**src/rtl/jam1_pipe_defs.sv**
```systemverilog
`default_nettype none
// ============================================================================
//  Module   : jam1_pipe_defs (package)
//  Brief    : Shared constants for the JAM-1 pipeline stages.
//  Revision : 1.0 - initial release
// ============================================================================
package jam1_pipe_defs;

    // Width of an opcode byte as delivered by stage 0.
    localparam int c_OPCODE_W = 8;

    // Default microcode step counter width; the last step index is 2^W-1.
    localparam int c_STEP_W = 2;

    // Opcode presented while the stage holds no real instruction.
    localparam logic [c_OPCODE_W-1:0] c_NOP_OPCODE = 8'h00;

    // Microcode ROM address is {opcode, step}.
    localparam int c_UCODE_ADDR_W = c_OPCODE_W + c_STEP_W;

endpackage : jam1_pipe_defs
`default_nettype wire

```
**src/rtl/ucode_step_seq.sv**
```systemverilog
`default_nettype none
// ============================================================================
//  Module   : ucode_step_seq
//  Brief    : Microcode step sequencer for pipeline stage 1. Owns the step
//             counter, the valid bit and the retire/overflow decisions, and
//             hands load/advance strobes to the opcode registers above it.
//  Revision : 1.0 - initial release
// ============================================================================
module ucode_step_seq #(
    parameter int STEP_W = 2
) (
    input  logic              clk,
    input  logic              i_rst,
    input  logic              i_busRequest,
    input  logic              i_flush,
    input  logic              i_ucodeEnd,
    output logic [STEP_W-1:0] o_step,
    output logic              o_valid,
    output logic              o_last,
    output logic              o_load,
    output logic              o_advance,
    output logic              o_stepOverflow
);

    logic [STEP_W-1:0] r_step;
    logic              r_valid;
    logic              r_stepOverflow;
    logic              w_stepMax;
    logic              w_last;
    logic              w_load;
    logic              w_advance;
    logic              w_overflowHit;

    // Retire decision: ROM says done, counter exhausted, or nothing in flight
    // (an empty slot always accepts the next opcode).
    always_comb begin
        w_stepMax     = (r_step == {STEP_W{1'b1}});
        w_last        = i_ucodeEnd | w_stepMax | ~r_valid;
        w_load        = ~i_flush & ~i_busRequest & w_last;
        w_advance     = ~i_flush & ~i_busRequest & ~w_last;
        // A real instruction reaching the final step without the ROM marking
        // its end has more microcode than the counter can address.
        w_overflowHit = r_valid & w_stepMax & ~i_ucodeEnd;
    end

    // Step/valid/overflow state: flush beats stall, stall beats everything else.
    always_ff @(posedge clk or posedge i_rst) begin
        if (i_rst) begin
            r_step         <= '0;
            r_valid        <= 1'b0;
            r_stepOverflow <= 1'b0;
        end else if (i_flush) begin
            r_step  <= '0;
            r_valid <= 1'b0;
        end else if (w_load) begin
            r_step  <= '0;
            r_valid <= 1'b1;
            if (w_overflowHit) begin
                r_stepOverflow <= 1'b1;
            end
        end else if (w_advance) begin
            r_step <= r_step + STEP_W'(1);
        end
    end

    assign o_step         = r_step;
    assign o_valid        = r_valid;
    assign o_last         = w_last;
    assign o_load         = w_load;
    assign o_advance      = w_advance;
    assign o_stepOverflow = r_stepOverflow;

endmodule : ucode_step_seq
`default_nettype wire

```
**src/rtl/pipe_stage1.sv**
```systemverilog
`default_nettype none
// ============================================================================
//  Module   : pipe_stage1
//  Brief    : JAM-1 pipeline stage 1. Latches the opcode from stage 0,
//             walks its microcode steps, drives the ROM address and holds
//             stage 0 off while a multi-step instruction is executing.
//  Revision : 1.0 - initial release
// ============================================================================
module pipe_stage1
    import jam1_pipe_defs::*;
#(
    parameter int                    STEP_W     = c_STEP_W,
    parameter logic [c_OPCODE_W-1:0] NOP_OPCODE = c_NOP_OPCODE
) (
    input  logic                         clk,
    input  logic                         reset,
    input  logic [c_OPCODE_W-1:0]        Pipe0Out,
    input  logic                         Pipe0Out0_IncPCRA0,
    input  logic                         Pipe0Out1_IncPCRA1,
    input  logic                         BusRequest,
    input  logic                         Flush,
    input  logic                         UcodeEnd,
    output logic [c_OPCODE_W-1:0]        Pipe1Opcode,
    output logic [STEP_W-1:0]            Pipe1Step,
    output logic [c_OPCODE_W+STEP_W-1:0] Pipe1UcodeAddr,
    output logic                         Pipe1Valid,
    output logic                         FetchSuppress,
    output logic                         Pipe1Out0_IncPCRA0,
    output logic                         Pipe1Out1_IncPCRA1,
    output logic                         StepOverflow
);

    logic [c_OPCODE_W-1:0] r_opcode;
    logic                  r_incPcRa0;
    logic                  r_incPcRa1;
    logic [STEP_W-1:0]     w_step;
    logic                  w_valid;
    logic                  w_last;
    logic                  w_load;
    logic                  w_advance;
    logic                  w_stepOverflow;

    ucode_step_seq #(
        .STEP_W (STEP_W)
    ) u_stepSeq (
        .clk            (clk),
        .i_rst          (reset),
        .i_busRequest   (BusRequest),
        .i_flush        (Flush),
        .i_ucodeEnd     (UcodeEnd),
        .o_step         (w_step),
        .o_valid        (w_valid),
        .o_last         (w_last),
        .o_load         (w_load),
        .o_advance      (w_advance),
        .o_stepOverflow (w_stepOverflow)
    );

    // Opcode and increment flags: cleared on flush, captured on load, and
    // kept unchanged while the sequencer steps or the bus is stalled.
    always_ff @(posedge clk or posedge reset) begin
        if (reset) begin
            r_opcode   <= NOP_OPCODE;
            r_incPcRa0 <= 1'b0;
            r_incPcRa1 <= 1'b0;
        end else if (Flush) begin
            r_opcode   <= NOP_OPCODE;
            r_incPcRa0 <= 1'b0;
            r_incPcRa1 <= 1'b0;
        end else if (w_load) begin
            r_opcode   <= Pipe0Out;
            r_incPcRa0 <= Pipe0Out0_IncPCRA0;
            r_incPcRa1 <= Pipe0Out1_IncPCRA1;
        end else if (w_advance) begin
            // Next microcode step of the same instruction.
            r_opcode   <= r_opcode;
            r_incPcRa0 <= r_incPcRa0;
            r_incPcRa1 <= r_incPcRa1;
        end
    end

    // Stage 0 holds on BusRequest by itself, so only an unfinished
    // instruction (and no flush) needs to suppress fetch.
    always_comb begin
        FetchSuppress = w_valid & ~w_last & ~Flush;
        Pipe1Valid    = w_valid & ~BusRequest;
    end

    assign Pipe1Opcode        = r_opcode;
    assign Pipe1Step          = w_step;
    assign Pipe1UcodeAddr     = {r_opcode, w_step};
    assign Pipe1Out0_IncPCRA0 = r_incPcRa0;
    assign Pipe1Out1_IncPCRA1 = r_incPcRa1;
    assign StepOverflow       = w_stepOverflow;

endmodule : pipe_stage1
`default_nettype wire

```
**config.mk**
```make
export PLATFORM = sky130hd
export DESIGN_NAME = pipe_stage1
export DESIGN_NICKNAME = d
export VERILOG_FILES = /design/src/rtl/jam1_pipe_defs.sv /design/src/rtl/ucode_step_seq.sv /design/src/rtl/pipe_stage1.sv
export SDC_FILE = /design/constraint.sdc
export NUM_CORES = 1
export LEC_CHECK = 0
export CORE_MARGIN = 2
export CORE_UTILIZATION = 42
export CTS_BUF_LIST = sky130_fd_sc_hd__clkbuf_4 sky130_fd_sc_hd__clkbuf_8
export DETAILED_ROUTE_END_ITERATION = 8
export PLACE_DENSITY = 0.91
export SYNTH_ARGS = -nofsm -noshare
export SYNTH_HDL_FRONTEND = slang
export SYNTH_HIERARCHICAL = 1
export SYNTH_SLANG_ARGS = --single-unit
```
**constraint.sdc**
```tcl
create_clock -name clk -period 3.2 [get_ports clk]
set_clock_uncertainty 0.2 [all_clocks]
set_input_delay 0.48 -clock clk [delete_from_list [all_inputs] [get_ports clk]]
set_output_delay 0.48 -clock clk [all_outputs]
set_load 0.01 [all_outputs]
```
# == Word level (Yosys, flattened, before mapping) ==
# Index checks and enable logic that the tools add are counted.
# totals
register_bits,14
input_bits,15
out_inout_bits,25
wordCells,37
# classes
addsub,1
eq_ne,1
n_mux,11
bitwise,15
n_reduce_logical,3
# op_table
cell,n
two-way mux 8 bit,2
bitwise AND 1 bit,8
two-way mux 1 bit,6
two-way mux 2 bit,3
inverter 1 bit,5
AND reduction 3 bit,1
nonzero test 3 bit,1
"adder 2 x 1 -> 2 bit, second input constant",1
"== test 2 bit, second input constant",1
OR 1 bit,2
nonzero test 2 bit,1

# == Longest topological paths before layout ==
# depth
ltp_word,8
mapped_depth,6
ltp_nobuf,5

# == Cells and area by module ==
# The synthesis kept the hierarchy.
# by_module_without_submodules
module,n_inst,cells_per_inst,area_each_um2
pipe_stage1,1,45,495.5
ucode_step_seq,1,20,215.2

# == Least setup slack after synthesis ==
# OpenSTA, ideal clock, no wires.
# synth_path
path_type,register to output
startpoint,"register u_stepSeq.r_step[0], in the netlist u_stepSeq/o_step[0]"
endpoint,output port FetchSuppress
t_arrival_ns,1.272
required_ns,2.520
path_slack_ns,1.248
stages_incl_launch_ff,5
cell_sequence,dfrtp_1 ha_1 nor3b_4 inv_2 nor3b_1
# synth_via
elab_chain_len,6
# synth_rtl
element,line,source
"start, declared",ucode_step_seq.sv:25,logic [STEP_W-1:0] r_step;
"start signal, assigned",ucode_step_seq.sv:62,r_step <= r_step + STEP_W'(1);
== test 2 bit,ucode_step_seq.sv:37,w_stepMax = (r_step == {STEP_W{1'b1}});
OR 1 bit (2 in a row),ucode_step_seq.sv:38,w_last = i_ucodeEnd | w_stepMax | ~r_valid;
net w_last,pipe_stage1.sv:38,logic w_last;
inverter 1 bit,pipe_stage1.sv:85,FetchSuppress = w_valid & ~w_last & ~Flush;
bitwise AND 1 bit (2 in a row),pipe_stage1.sv:85,
"end, declared",pipe_stage1.sv:27,"output logic FetchSuppress,"
# The timed path passes the listed nets, and every way through them passes these cells.

# == Final worst setup path ==
# layout_path
startpoint,input port UcodeEnd
endpoint,output port FetchSuppress
# layout_via
elab_chain_len,5
# layout_rtl
element,line,source
"start, declared",pipe_stage1.sv:22,"input logic UcodeEnd,"
OR 1 bit (2 in a row),ucode_step_seq.sv:38,
net w_last,pipe_stage1.sv:38,
inverter 1 bit,pipe_stage1.sv:85,
bitwise AND 1 bit (2 in a row),pipe_stage1.sv:85,
# The timed path passes the listed nets, and every way through them passes these cells.

==> results.ini <==
[power_and_ir_drop]
power_mw = 0.3969
powerDensity_mw_per_mm2 = 366.7
power_leakage_nw = 0.4750
peakVddDrop_v = 0.0003637

[critical_path]
r2r_cells = 6
end_kind = output pin
cp-start-kind = input port
arrival_ns = 2.05
critPathRequiredTime_ns = 2.52
critPathKind = input port to output pin
r2r-start = u_stepSeq/o_step[0]$_DFFE_PP0P_
rr_endpoint = Pipe1Opcode[0]$_DFFE_PP0P_
r2r_setup_slack_ns = 1.41
path_max_fanout = 3

[clocking]
clk_latency_ns = 0.28
htreeDepth = 1
cts_buffer_depth = 2
tritoncts = built
clk_pin_slew_ns = 0.08
numCtsBuffers = 3
cts_setup_buffers = 0
ctsResizeCount = 0
hold_buffers = 0
clockRootBuffer = clkbuf_4
cts_sinks = 14

[detailed_routing]
ant_nets = 0
remaining_drc_errors = 0
avgViaCountPerCell = 4.929
wl_um = 1664
vias = 557
dr.pass1.iters = 4
drtIter0Drc = 9
wire_per_inst_um = 14.73

[global_routing]
grt_max_degree = 17
grt_pass1_vias = 548
grt_pass1_wl_um = 2622
grt_overflow_total = 0
antenna_found_initial = 0
grt_use_total = 0.1857

[floorplan]
dieArea_mm2 = 0.002024
die_y_um = 44.99
start_util = 0.4578
die_x_um = 44.99
io_pins = 40
fp-row-count = 14
core_region_area_mm2 = 0.001541

[status]
status = complete, no violations

[placed_design]
placed_cells = 109
hpwlAfterDp_um = 1317
gp_congestion = 0.7387
pre_cts_ws_ns = 0.4614
placement.io_buffers = 39
dpl_cell_area_mm2 = 0.001046

[timing]
tns_ns = 0
worst_pin_slew_ns = 0.3642
rsz0062_at_grt = false
slew_headroom = 0.7569
period_share = 0.8546
slew_violations = 0
setup_violations = 0
hold_viol = 0
setup_slack_ns = 0.4652
whs_ns = 0.2127
final.min_clock_period_ns = 2.735
max_freq_mhz = 365.7

[layout]
postLayoutCellArea_mm2 = 0.001082
utilization = 0.7021
drive_gt1_frac = 0.1134
antenna_cells = 0
area_growth_pct = 53.37
fin_nets = 114
fillCellCount = 121
stdcell_count = 113

[logic_synthesis]
syn_nets = 80
yosys_warnings = 6
postSynthAreaPerCell_um2 = 11.03
syn_inst = 64
syn-cell-area_um2 = 705.7

[worst_hold_path]
hold_class = input port to asynchronous set/reset pin

[job]
maxCapViolCount = 0

[report_power, final]
part / switching (mW) / total [mW] / leakage [nW] / internal (mW)
Clock: 0.0570 / 0.126 / 0.0210 / 0.0692
Combinational: 0.0329 / 0.0809 / 0.264 / 0.0481
Sequential: 0.00595 / 0.190 / 0.190 / 0.184
Total: 0.0958 / 0.397 / 0.475 / 0.301
[area by class of cell]
cell class	count	area, µm²	share of cell area
inverter	5	18.77	0.01734
clock buffer	4	36.28	0.03353
multi-input combinational	33	251.5	0.2324
sequential	14	350.3	0.3237
tap	16	20.02	0.01850
timing repair buffer	41	405.4	0.3746
[flip-flops by register name, indices dropped and copies added, names as in the netlist]
signal                    flops
Pipe1Out1_IncPCRA1            1
u_stepSeq/o_valid             1
u_stepSeq/o_step              2
Pipe1Opcode                   8
Pipe1Out0_IncPCRA0            1
u_stepSeq/o_stepOverflow      1
[worst max path at each step]
stage / startpoint / to / depth (start not counted)
2_1_floorplan: u_stepSeq/o_step[0]$_DFFE_PP0P_ / FetchSuppress / 4
3_3_place_gp: UcodeEnd / FetchSuppress / 5
3_5_place_dp: UcodeEnd / FetchSuppress / 5
4_1_cts: UcodeEnd / FetchSuppress / 5
5_1_grt: u_stepSeq/o_step[0]$_DFFE_PP0P_ / FetchSuppress / 5
6_report: UcodeEnd / FetchSuppress / 5
[cell usage in the layout (no fill, tap or decap)]
master and n:
a21oi_1 1, clkdlybuf4s50_1 39, clkbuf_4 3, or3_1 1, nor3_2 1, a41o_2 1, mux2i_1 10, nor3b_1 1
inv_1 4, inv_2 1, nor3b_4 1, nor2_1 11, ha_1 1, o22ai_2 1, clkbuf_8 1, a32o_1 1
buf_4 2, nand2_1 1, dfrtp_1 14, nor2b_1 2
[per-layer routing]
layer | GRT usage | vias up | wire (µm)
li1 | - | 266 | -
met1 | 0.2208 | 263 | 628
met2 | 0.3286 | 26 | 955
met3 | 0.03600 | 2 | 69
met4 | 0.07059 | 0 | 11
met5 | 0 | - | 0
[worst max-delay path: stages]
cell	delay, ns
clkdlybuf4s50_1	0.47
nor3b_4	0.28
inv_2	0.08
nor3b_1	0.18
clkdlybuf4s50_1	0.56
Power figures use the tool's default switching activity.
